[src/rtl/clock_switch_ctrl.sv]
// Clock-select controller: measures mon_clk liveness per window and sequences a hold-off protected sel switch.
// Optional macro CLOCK_SWITCH_CTRL_AUTO_REVERT_EN: leave ALT (and pulse fail) when the alternate clock is lost.
module clock_switch_ctrl #(
    parameter int WINDOW_LOG2 = 8,
    parameter int MIN_EDGES   = 4,
    parameter int HOLDOFF     = 16
) (
    input  logic                   clk,
    input  logic                   reset,
    input  logic                   mon_clk,
    input  logic                   req_alt,
    output logic                   sel,
    output logic                   alt_ok,
    output logic                   switching,
    output logic                   fail,
    output logic [WINDOW_LOG2-1:0] edge_count,
    output logic [1:0]             state_dbg
);

`ifdef CLOCK_SWITCH_CTRL_AUTO_REVERT_EN
    localparam bit AUTO_REVERT = 1'b1;
`else
    localparam bit AUTO_REVERT = 1'b0;
`endif

    localparam int                     HOLD_W      = (HOLDOFF > 1) ? $clog2(HOLDOFF) : 1;
    localparam logic [HOLD_W-1:0]      HOLD_LOAD   = HOLD_W'(HOLDOFF - 1);
    localparam logic [WINDOW_LOG2-1:0] MIN_EDGES_W = WINDOW_LOG2'(MIN_EDGES);

    typedef enum logic [1:0] {
        PRIMARY = 2'd0,
        TO_ALT  = 2'd1,
        ALT     = 2'd2,
        TO_PRI  = 2'd3
    } state_t;

    state_t                 state_q;
    logic [HOLD_W-1:0]      hold_q;
    logic [2:0]             sync_q;
    logic [WINDOW_LOG2-1:0] win_cnt_q;
    logic [WINDOW_LOG2-1:0] acc_q;
    logic [WINDOW_LOG2-1:0] win_sum_d;
    logic                   rise;
    logic                   win_end;

    // sync_q[0..2] = ff1..ff3; the edge seen on the last window cycle is folded into that window.
    always_comb begin
        rise      = sync_q[1] & ~sync_q[2];
        win_end   = &win_cnt_q;
        win_sum_d = acc_q + WINDOW_LOG2'(rise);
    end

    always_ff @(posedge clk) begin
        if (reset) begin
            sync_q     <= '0;
            win_cnt_q  <= '0;
            acc_q      <= '0;
            edge_count <= '0;
            alt_ok     <= 1'b0;
        end else begin
            sync_q    <= {sync_q[1:0], mon_clk};
            win_cnt_q <= win_cnt_q + WINDOW_LOG2'(1);
            if (win_end) begin
                edge_count <= win_sum_d;
                alt_ok     <= (win_sum_d >= MIN_EDGES_W);
                acc_q      <= '0;
            end else begin
                acc_q <= win_sum_d;
            end
        end
    end

    always_ff @(posedge clk) begin
        if (reset) begin
            state_q   <= PRIMARY;
            hold_q    <= '0;
            sel       <= 1'b0;
            switching <= 1'b0;
            fail      <= 1'b0;
        end else begin
            fail <= 1'b0;
            case (state_q)
                PRIMARY: begin
                    if (req_alt && alt_ok) begin
                        state_q   <= TO_ALT;
                        sel       <= 1'b1;
                        switching <= 1'b1;
                        hold_q    <= HOLD_LOAD;
                    end
                end
                TO_ALT: begin
                    if (hold_q == '0) begin
                        state_q   <= ALT;
                        switching <= 1'b0;
                    end else begin
                        hold_q <= hold_q - HOLD_W'(1);
                    end
                end
                ALT: begin
                    // With req_alt still high, the only way out is a lost clock.
                    if (!req_alt || (AUTO_REVERT && !alt_ok)) begin
                        state_q   <= TO_PRI;
                        sel       <= 1'b0;
                        switching <= 1'b1;
                        hold_q    <= HOLD_LOAD;
                        fail      <= AUTO_REVERT && req_alt;
                    end
                end
                TO_PRI: begin
                    if (hold_q == '0) begin
                        state_q   <= PRIMARY;
                        switching <= 1'b0;
                    end else begin
                        hold_q <= hold_q - HOLD_W'(1);
                    end
                end
                default: state_q <= PRIMARY;
            endcase
        end
    end

    assign state_dbg = state_q;

endmodule
[config.mk]
export PLATFORM = sky130hd
export DESIGN_NAME = clock_switch_ctrl
export DESIGN_NICKNAME = d
export VERILOG_FILES = /design/src/rtl/clock_switch_ctrl.sv
export SDC_FILE = /design/constraint.sdc
export NUM_CORES = 1
export LEC_CHECK = 0
export ABC_AREA = 1
export BUFFER_PORTS_ARGS = -buffer_cell sky130_fd_sc_hd__buf_2
export CORE_ASPECT_RATIO = 0.5
export CORE_MARGIN = 2
export CORE_UTILIZATION = 61
export DETAILED_ROUTE_END_ITERATION = 10
export MAX_ROUTING_LAYER = met4
export PLACE_DENSITY = 0.83
export SYNTH_ARGS = -nofsm -noshare
export SYNTH_HDL_FRONTEND = slang
export SYNTH_SLANG_ARGS = --single-unit
[constraint.sdc]
create_clock -name clk -period 3.45 [get_ports clk]
set_clock_uncertainty 0.15 [all_clocks]
set_input_delay 0.69 -clock clk [delete_from_list [all_inputs] [get_ports clk]]
set_output_delay 0.69 -clock clk [all_outputs]
set_load 0.01 [all_outputs]
==> results.md, run 1 <==
- Pwr Total: 1200 uW
- Vias per inst: 4.87
- Startpoint Class: register
- Worst-Skew Late Latency: 0.29 ns
- Total GRT Usage: 20.3%
- I/O pins: 18
- Outcome: complete, no violations
- Fraction of layout cells with a size suffix above 1: 15.1%
- Peak supply drop: ~0.00047 V
- Routed vias: 1310
- Setup WS post-layout: 1.53 ns
- I/O Buffers: 16
- FMAX: 0.520 GHz
- Switch share: between 30% and 40%
- GRT overflow: 0
- Die Y: 40.2 um
- Nets: between 200 and 250
- Net Sw Power: 373 uW
- Die Wd: ~76 um
- 1st-iter DRT viols: 94
- Post-CTS Hold Buffers: 0
- Worst slack, placed: 1.55 ns
- Grt met2 use: 34.3%
- Site Rows: 13
- Final setup fails: 0
- Fin util: 71.6%
- CTS Buffer Depth: 2
- Pwr Density: 662 mW/mm^2
- Avg Cell Area, Syn: ~7.5 um^2
- Tcrit/Tclk final: between 50% and 60%
- Design internal power: between 800 and 900 uW
- Worst-path fanout max: 18
- Fillers: approximately 210
- Vias in the first global route: about 1100
- Slew @ Worst Pin: a little over 0.6 ns
- Setup CP Type: reg2reg
- CTS clk-pin slew, worst paths: 0.07 ns
- Min-Delay Path Class: reg2reg
- Top Usage Layer GRT: met2
- Root buf cell: clkbuf_8
- Largest net degree at the start of global routing: 19
- Antenna Nets Post-Route: 0
- First-pass GRT wire length: 4510 um
- CP arrival: 1.95 ns
- Initial antenna violation count: 0
- Syn_nets: 224
- Min cycle time layout: 1.92 ns
- Reported max-cap violation count: 0
- Unrepaired setup endpoints after global routing: false
- Reg power frac: 41.1%
- Syn Inst Count: 212
- Number of hold violations in the final report: 0
- Logic pwr share: 25.7%
- Max Slew Vio Count: 0
- Sequential area share after synthesis: 45.2%
- Number of register bits inferred by synthesis: 36
- Initial Utilization: 62.9%
- Die Area: approximately 0.0031 mm^2
- Drt total wl: 2780 um
- Hpwl dp: 2030 um
- Post-Syn Area: roughly 0.0016 mm^2
- Drt pass-1 iters: 4
- Worst slew margin: between 50% and 60%
- Count of cell types in the netlist: 25
- Area grow syn2layout: 14.0%
- Core area: 0.00254 mm^2
- Leak pwr: 0.000843 uW
- Global routing usage on met1: 23.7%
- TritonCTS Buffers: 5
- Worst EP required: 3.48 ns
- RD Place Congestion: slightly below 0.8
- Yosys Warn Count: 0
- DRC: 0
- Post-cts repair resize count: 0
- WL/cell: 10.3 um
- Met3 global-route usage: 6.31%
- Clk sink count: 36
- Total setup buffers inserted after CTS: 0
- ANT cells: 0
- # H-tree levels: 2
- Critical Path End Type: register
- CTS tree: yes
- Setup_tns: 0 ns
- Clock network fraction of design power: 33.2%
## final timing paths
kind                      startpoint                   end  slack, ns  cells past startpoint
min             sync_q[0]$_SDFF_PP0_  sync_q[1]$_SDFF_PP0_       0.26                      2
max reg2reg  win_cnt_q[0]$_SDFF_PP0_   acc_q[1]$_SDFF_PP0_       1.53                      8
min reg2reg     sync_q[0]$_SDFF_PP0_  sync_q[1]$_SDFF_PP0_       0.26                      2
max          win_cnt_q[0]$_SDFF_PP0_   acc_q[1]$_SDFF_PP0_       1.53                      8
## worst max-delay path, stage by stage, from the launching register on
cell,delay (ns)
dfxtp_1,0.35
ha_1,0.17
nand2_1,0.06
inv_2,0.08
nand2_2,0.08
nor3_4,0.49
inv_1,0.13
nand2_1,0.24
nor2_1,0.07
## layout make-up
cell class | instances | area (um^2) | share of cell area, %
repair buffers | 16 | 80.1 | 4.40
flip-flops and latches | 36 | 721 | 39.6
inverters | 31 | 116 | 6.40
multi-input cells | 141 | 728 | 40.1
well taps | 37 | 46.3 | 2.55
clock inverters | 1 | 30.0 | 1.65
clock buffers | 7 | 96.3 | 5.30
## per-layer routing
metal,wire length (um),vias up
met1,1400,584
met4,28,0
li1,-,706
met3,83,4
met2,1270,16
met5,0,-
## state kept, by name, indices dropped and copies added, names as in the netlist
| signal | count |
|---|---|
| acc_q | 8 |
| edge_count | 8 |
| win_cnt_q | 8 |
| hold_q | 4 |
| sync_q | 3 |
| state_dbg | 2 |
| alt_ok | 1 |
| sel | 1 |
| switching | 1 |
## power groups by stage
stage / Sequential, uW / Clock (uW) / Combinational [uW]
CTS: 495 / 400 / 311
finish: 495 / 399 / 309
floorplan: 507 / 0 / 229
detailed placement: 503 / 0 / 304
global route: 499 / 422 / 355
global placement: 499 / 0 / 295
## logic make-up (layout without fill, tap and decap cells)
logic type / count (synthesis) / count (layout) / synth area share [%]
and+or+nand+nor: 99 / 99 / 26.5
xor gates and xnor gates: 1 / 1 / 0.549
buffers and inverters: 35 / 55 / 9.18
AOI/OAI and AO/OA: 32 / 32 / 12.1
other: 1 / 1 / 0.235
DFF: 36 / 36 / 45.2
adders and majority gates: 8 / 8 / 6.27
## synthesized netlist by cell type
library cell  instances  area, um^2
a21oi_1              14        70.1
and2_1                1        6.26
buf_4                 2        15.0
buf_6                 1        11.3
clkbuf_1              1        3.75
conb_1                1        3.75
dfxtp_1              36         721
ha_1                  8         100
inv_1                28         105
inv_2                 3        11.3
nand2_1              44         165
nand2_2               2        12.5
nand3_1              10        50.1
nand3b_1              1        7.51
nand4_1               4        25.0
nor2_1               33         124
nor3_1                2        10.0
nor3_4                1        16.3
o211a_1               1        10.0
o211ai_2              2        25.0
o21ai_0              11        55.1
o21ai_2               2        17.5
o21bai_1              2        15.0
or2_2                 1        6.26
xor2_1                1        8.76
## layout by cell type (no fill, tap or decap), types with 3 or more instances in the layout
master | Yosys | layout
nand2_1 | 44 | 44
dfxtp_1 | 36 | 36
nor2_1 | 33 | 33
inv_1 | 28 | 28
buf_2 | 0 | 16
a21oi_1 | 14 | 14
o21ai_0 | 11 | 11
nand3_1 | 10 | 10
ha_1 | 8 | 8
clkbuf_8 | 0 | 7
nand4_1 | 4 | 4
inv_2 | 3 | 3
## per-stage QoR
stage	std cells	instance area [um^2]	hold WS, ns
final	269	1820	0.257
after global routing	269	1820	0.272
after CTS	269	1820	0.262
after detailed placement	261	1690	0.252
after global placement	261	1690	0.244
after floorplan	212	1600	0.238
(Power assumes the default switching activity.)
==> inputs of run 2 (changes only) <==
--- a/config.mk
+++ b/config.mk
@@ -9,10 +9,10 @@
 export BUFFER_PORTS_ARGS = -buffer_cell sky130_fd_sc_hd__buf_2
 export CORE_ASPECT_RATIO = 0.5
 export CORE_MARGIN = 2
-export CORE_UTILIZATION = 61
+export CORE_UTILIZATION = 51
 export DETAILED_ROUTE_END_ITERATION = 10
 export MAX_ROUTING_LAYER = met4
-export PLACE_DENSITY = 0.83
+export PLACE_DENSITY = 0.74
 export SYNTH_ARGS = -nofsm -noshare
 export SYNTH_HDL_FRONTEND = slang
 export SYNTH_SLANG_ARGS = --single-unit
==> constraint.sdc (replaced) <==
create_clock -name clk -period 1.7 [get_ports clk]
set_clock_uncertainty 0.15 [all_clocks]
set_input_delay 0.34 -clock clk [delete_from_list [all_inputs] [get_ports clk]]
set_output_delay 0.34 -clock clk [all_outputs]
set_load 0.01 [all_outputs]
==> run 2 against run 1 <==
Against the previous run: critical path depth rose by 2; worst hold slack lost 0.15 ns; utilization shrank 6.9 points; clock power rose by 56%; worst setup slack worse by 1.5 ns; clock-buffer cell count fell by 1; cell area rose by 6.6%.
==> results.md, run 2 (same netlist as run 1, synthesis figures left out) <==
- Outcome: complete, no violations (unchanged)
- Clock network fraction of design power: 27.1% (was 33.2%)
- CP arrival: 1.75 ns (was 1.95 ns)
- Fin util: 64.7% (was 71.6%)
- Worst reg-to-reg path cell count: 10 (was 8)
- CTS Buffer Depth: 2 (unchanged)
- Core area: 0.00300 mm^2 (was 0.00254 mm^2)
- First-pass GRT wire length: 5190 um (was 4510 um)
- Placed Instances: 269 (was 261)
- Biggest regs: acc_q (8), edge_count (8), win_cnt_q (8) (unchanged)
- Area grow syn2layout: 21.5% (was 14.0%)
- FMAX: 0.602 GHz (was 0.520 GHz)
- Setup_tns: 0 ns (unchanged)
- Peak supply drop: 0.000690 V (was 0.000466 V)
- Fraction of layout cells with a size suffix above 1: 27.1% (was 15.1%)
- Worst slack, placed: -0.0340 ns (was 1.55 ns)
- TritonCTS Buffers: 5 (unchanged)
- Critical Path End Type: register (unchanged)
- Worst-Skew Late Latency: 0.28 ns (was 0.29 ns)
- Design internal power: 1520 uW (was 829 uW)
- Hold path depth: 3 (was 2)
- Initial Utilization: 53.3% (was 62.9%)
- Setup WS post-layout: 0.0392 ns (was 1.53 ns)
- Die Area: 0.00362 mm^2 (was 0.00307 mm^2)
- Worst-path fanout max: 4 (was 18)
- DRC: 0 (unchanged)
- Vias per inst: 5.05 (was 4.87)
- CTS tree: yes (unchanged)
- Tcrit/Tclk final: 97.7% (was 55.7%)
- Logic pwr share: 29.6% (was 25.7%)
- ANT cells: 0 (unchanged)
- Worst hold slack: 0.109 ns (was 0.257 ns)
- Vias in the first global route: 1291 (was 1051)
- Finished Layout Cells: 280 (was 269)
- Most frequent cells in the layout: nand2_1 (39), dfxtp_1 (34), nor2_1 (28) (was nand2_1 (44), dfxtp_1 (36), nor2_1 (33))
- Site Rows: 14 (was 13)
- Die Y: 43.5 um (was 40.2 um)
- Final setup fails: 0 (unchanged)
- Setup CP Type: reg2reg (unchanged)
- Hpwl dp: 2190 um (was 2030 um)
- I/O pins: 18 (unchanged)
- Grt met2 use: 31.9% (was 34.3%)
- Pwr Density: 1190 mW/mm^2 (was 662 mW/mm^2)
- Min-Delay Path Class: in2reg (was reg2reg)
- Total GRT Usage: 19.1% (was 20.3%)
- # H-tree levels: 2 (unchanged)
- Nets: 251 (was 243)
- Startpoint Class: register (unchanged)
- Clk sink count: 36 (unchanged)
- Most common cell after layout, fill and taps aside: nand2_1 (unchanged)
- I/O Buffers: 16 (unchanged)
- CP Cell Sequence: inv_2, nor2_4, ha_4, ha_4, nand3_2, o21bai_1, nand2_2, nand2_1, o211ai_2, inv_2 (was ha_1, nand2_1, inv_2, nand2_2, nor3_4, inv_1, nand2_1, nor2_1)
- Largest net degree at the start of global routing: 18 (was 19)
- Slowest stage delay, CP: 0.33 ns (was 0.49 ns)
- 1st-iter DRT viols: 37 (was 94)
- Reported max-cap violation count: 0 (unchanged)
- GRT overflow: 0 (unchanged)
- Global routing usage on met1: 21.3% (was 23.7%)
- Die Wd: 83.1 um (was 76.3 um)
- Fillers: 254 (was 208)
- Top Usage Layer GRT: met2 (unchanged)
- Routed vias: 1415 (was 1310)
- Net Sw Power: 784 uW (was 373 uW)
- Slowest CP cell: dfxtp_2 (was nor3_4)
- Max Slew Vio Count: 0 (unchanged)
- Root buf cell: clkbuf_8 (unchanged)
- CTS clk-pin slew, worst paths: 0.07 ns (about the same)
- Antenna Nets Post-Route: 0 (unchanged)
- Met3 global-route usage: 5.71% (was 6.31%)
- Leak pwr: 0.000876 uW (was 0.000843 uW)
- Drt total wl: 3310 um (was 2780 um)
- Switch share: 34.0% (was 31.0%)
- Min cycle time layout: 1.66 ns (was 1.92 ns)
- RD Place Congestion: 0.867 (was 0.787)
- Worst EP required: 1.78 ns (was 3.48 ns)
- Number of hold violations in the final report: 0 (unchanged)
- Drt pass-1 iters: 4 (unchanged)
- WL/cell: 11.8 um (was 10.3 um)
- Initial antenna violation count: 0 (unchanged)
- Reg power frac: 43.3% (was 41.1%)
run 2: changes by cell type in the layout (fill, tap and decap cells not counted), sizes merged:
cell and delta:
clkinv +2, buf +8, bufinv -1, clkbuf -1
run 2: path summary, 6_finish.rpt:
check | startpoint | end | slack [ns]
setup / recovery | sync_q[1]$_SDFF_PP0_ | edge_count[6]$_SDFFE_PP0P_ | 0.04
hold / removal | mon_clk | sync_q[0]$_SDFF_PP0_ | 0.11
setup reg to reg | sync_q[1]$_SDFF_PP0_ | edge_count[6]$_SDFFE_PP0P_ | 0.04
hold reg to reg | sync_q[0]$_SDFF_PP0_ | sync_q[1]$_SDFF_PP0_ | 0.26
run 2: what timing repair did:
action / 4_1_cts / 5_1_grt
cloned: 0 / 0
setup buffers: 0 / 3
resized for setup: 8 / 18
pin swaps: 3 / 9
hold buffers: 0 / 0
endpoints found under the setup margin: 1 / 15
run 2: worst max-delay path: cells and delay by family, from the launching register on:
family	cells	cell delay (ns)
simple gates	4	0.40
buf+inv	2	0.10
fa+ha+maj	2	0.32
compound gates	2	0.31
flops	1	0.33
run 2: final cells by class:
| type | count | area, um^2 | share of cell area, % |
|---|---|---|---|
| clock inverters | 2 | 10.0 | 0.516 |
| well taps | 40 | 50.0 | 2.58 |
| repair buffers | 24 | 153 | 7.88 |
| flip-flops and latches | 36 | 723 | 37.3 |
| inverters | 31 | 116 | 6.00 |
| clock buffers | 6 | 82.6 | 4.26 |
| multi-input cells | 141 | 803 | 41.4 |
run 2: metal layers:
layer / wire [um] / vias up
met5: 0 / -
met4: 38 / 0
met3: 125 / 5
met2: 1650 / 32
met1: 1490 / 656
li1: - / 722
run 2: power by group through the flow:
stage	Clock (uW)	Combinational, uW	Sequential [uW]
CTS	638	659	996
global route	671	772	1010
detailed placement	0	655	1020
finish	624	682	999
global placement	0	621	1010
floorplan	0	464	1030
run 2: metrics by stage:
step                cell area (um^2)  power [uW]
floorplan                       1600        1490
global placement                1750        1630
detailed placement              1750        1670
CTS                             1870        2290
global route                    1940        2460
finish                          1940        2310
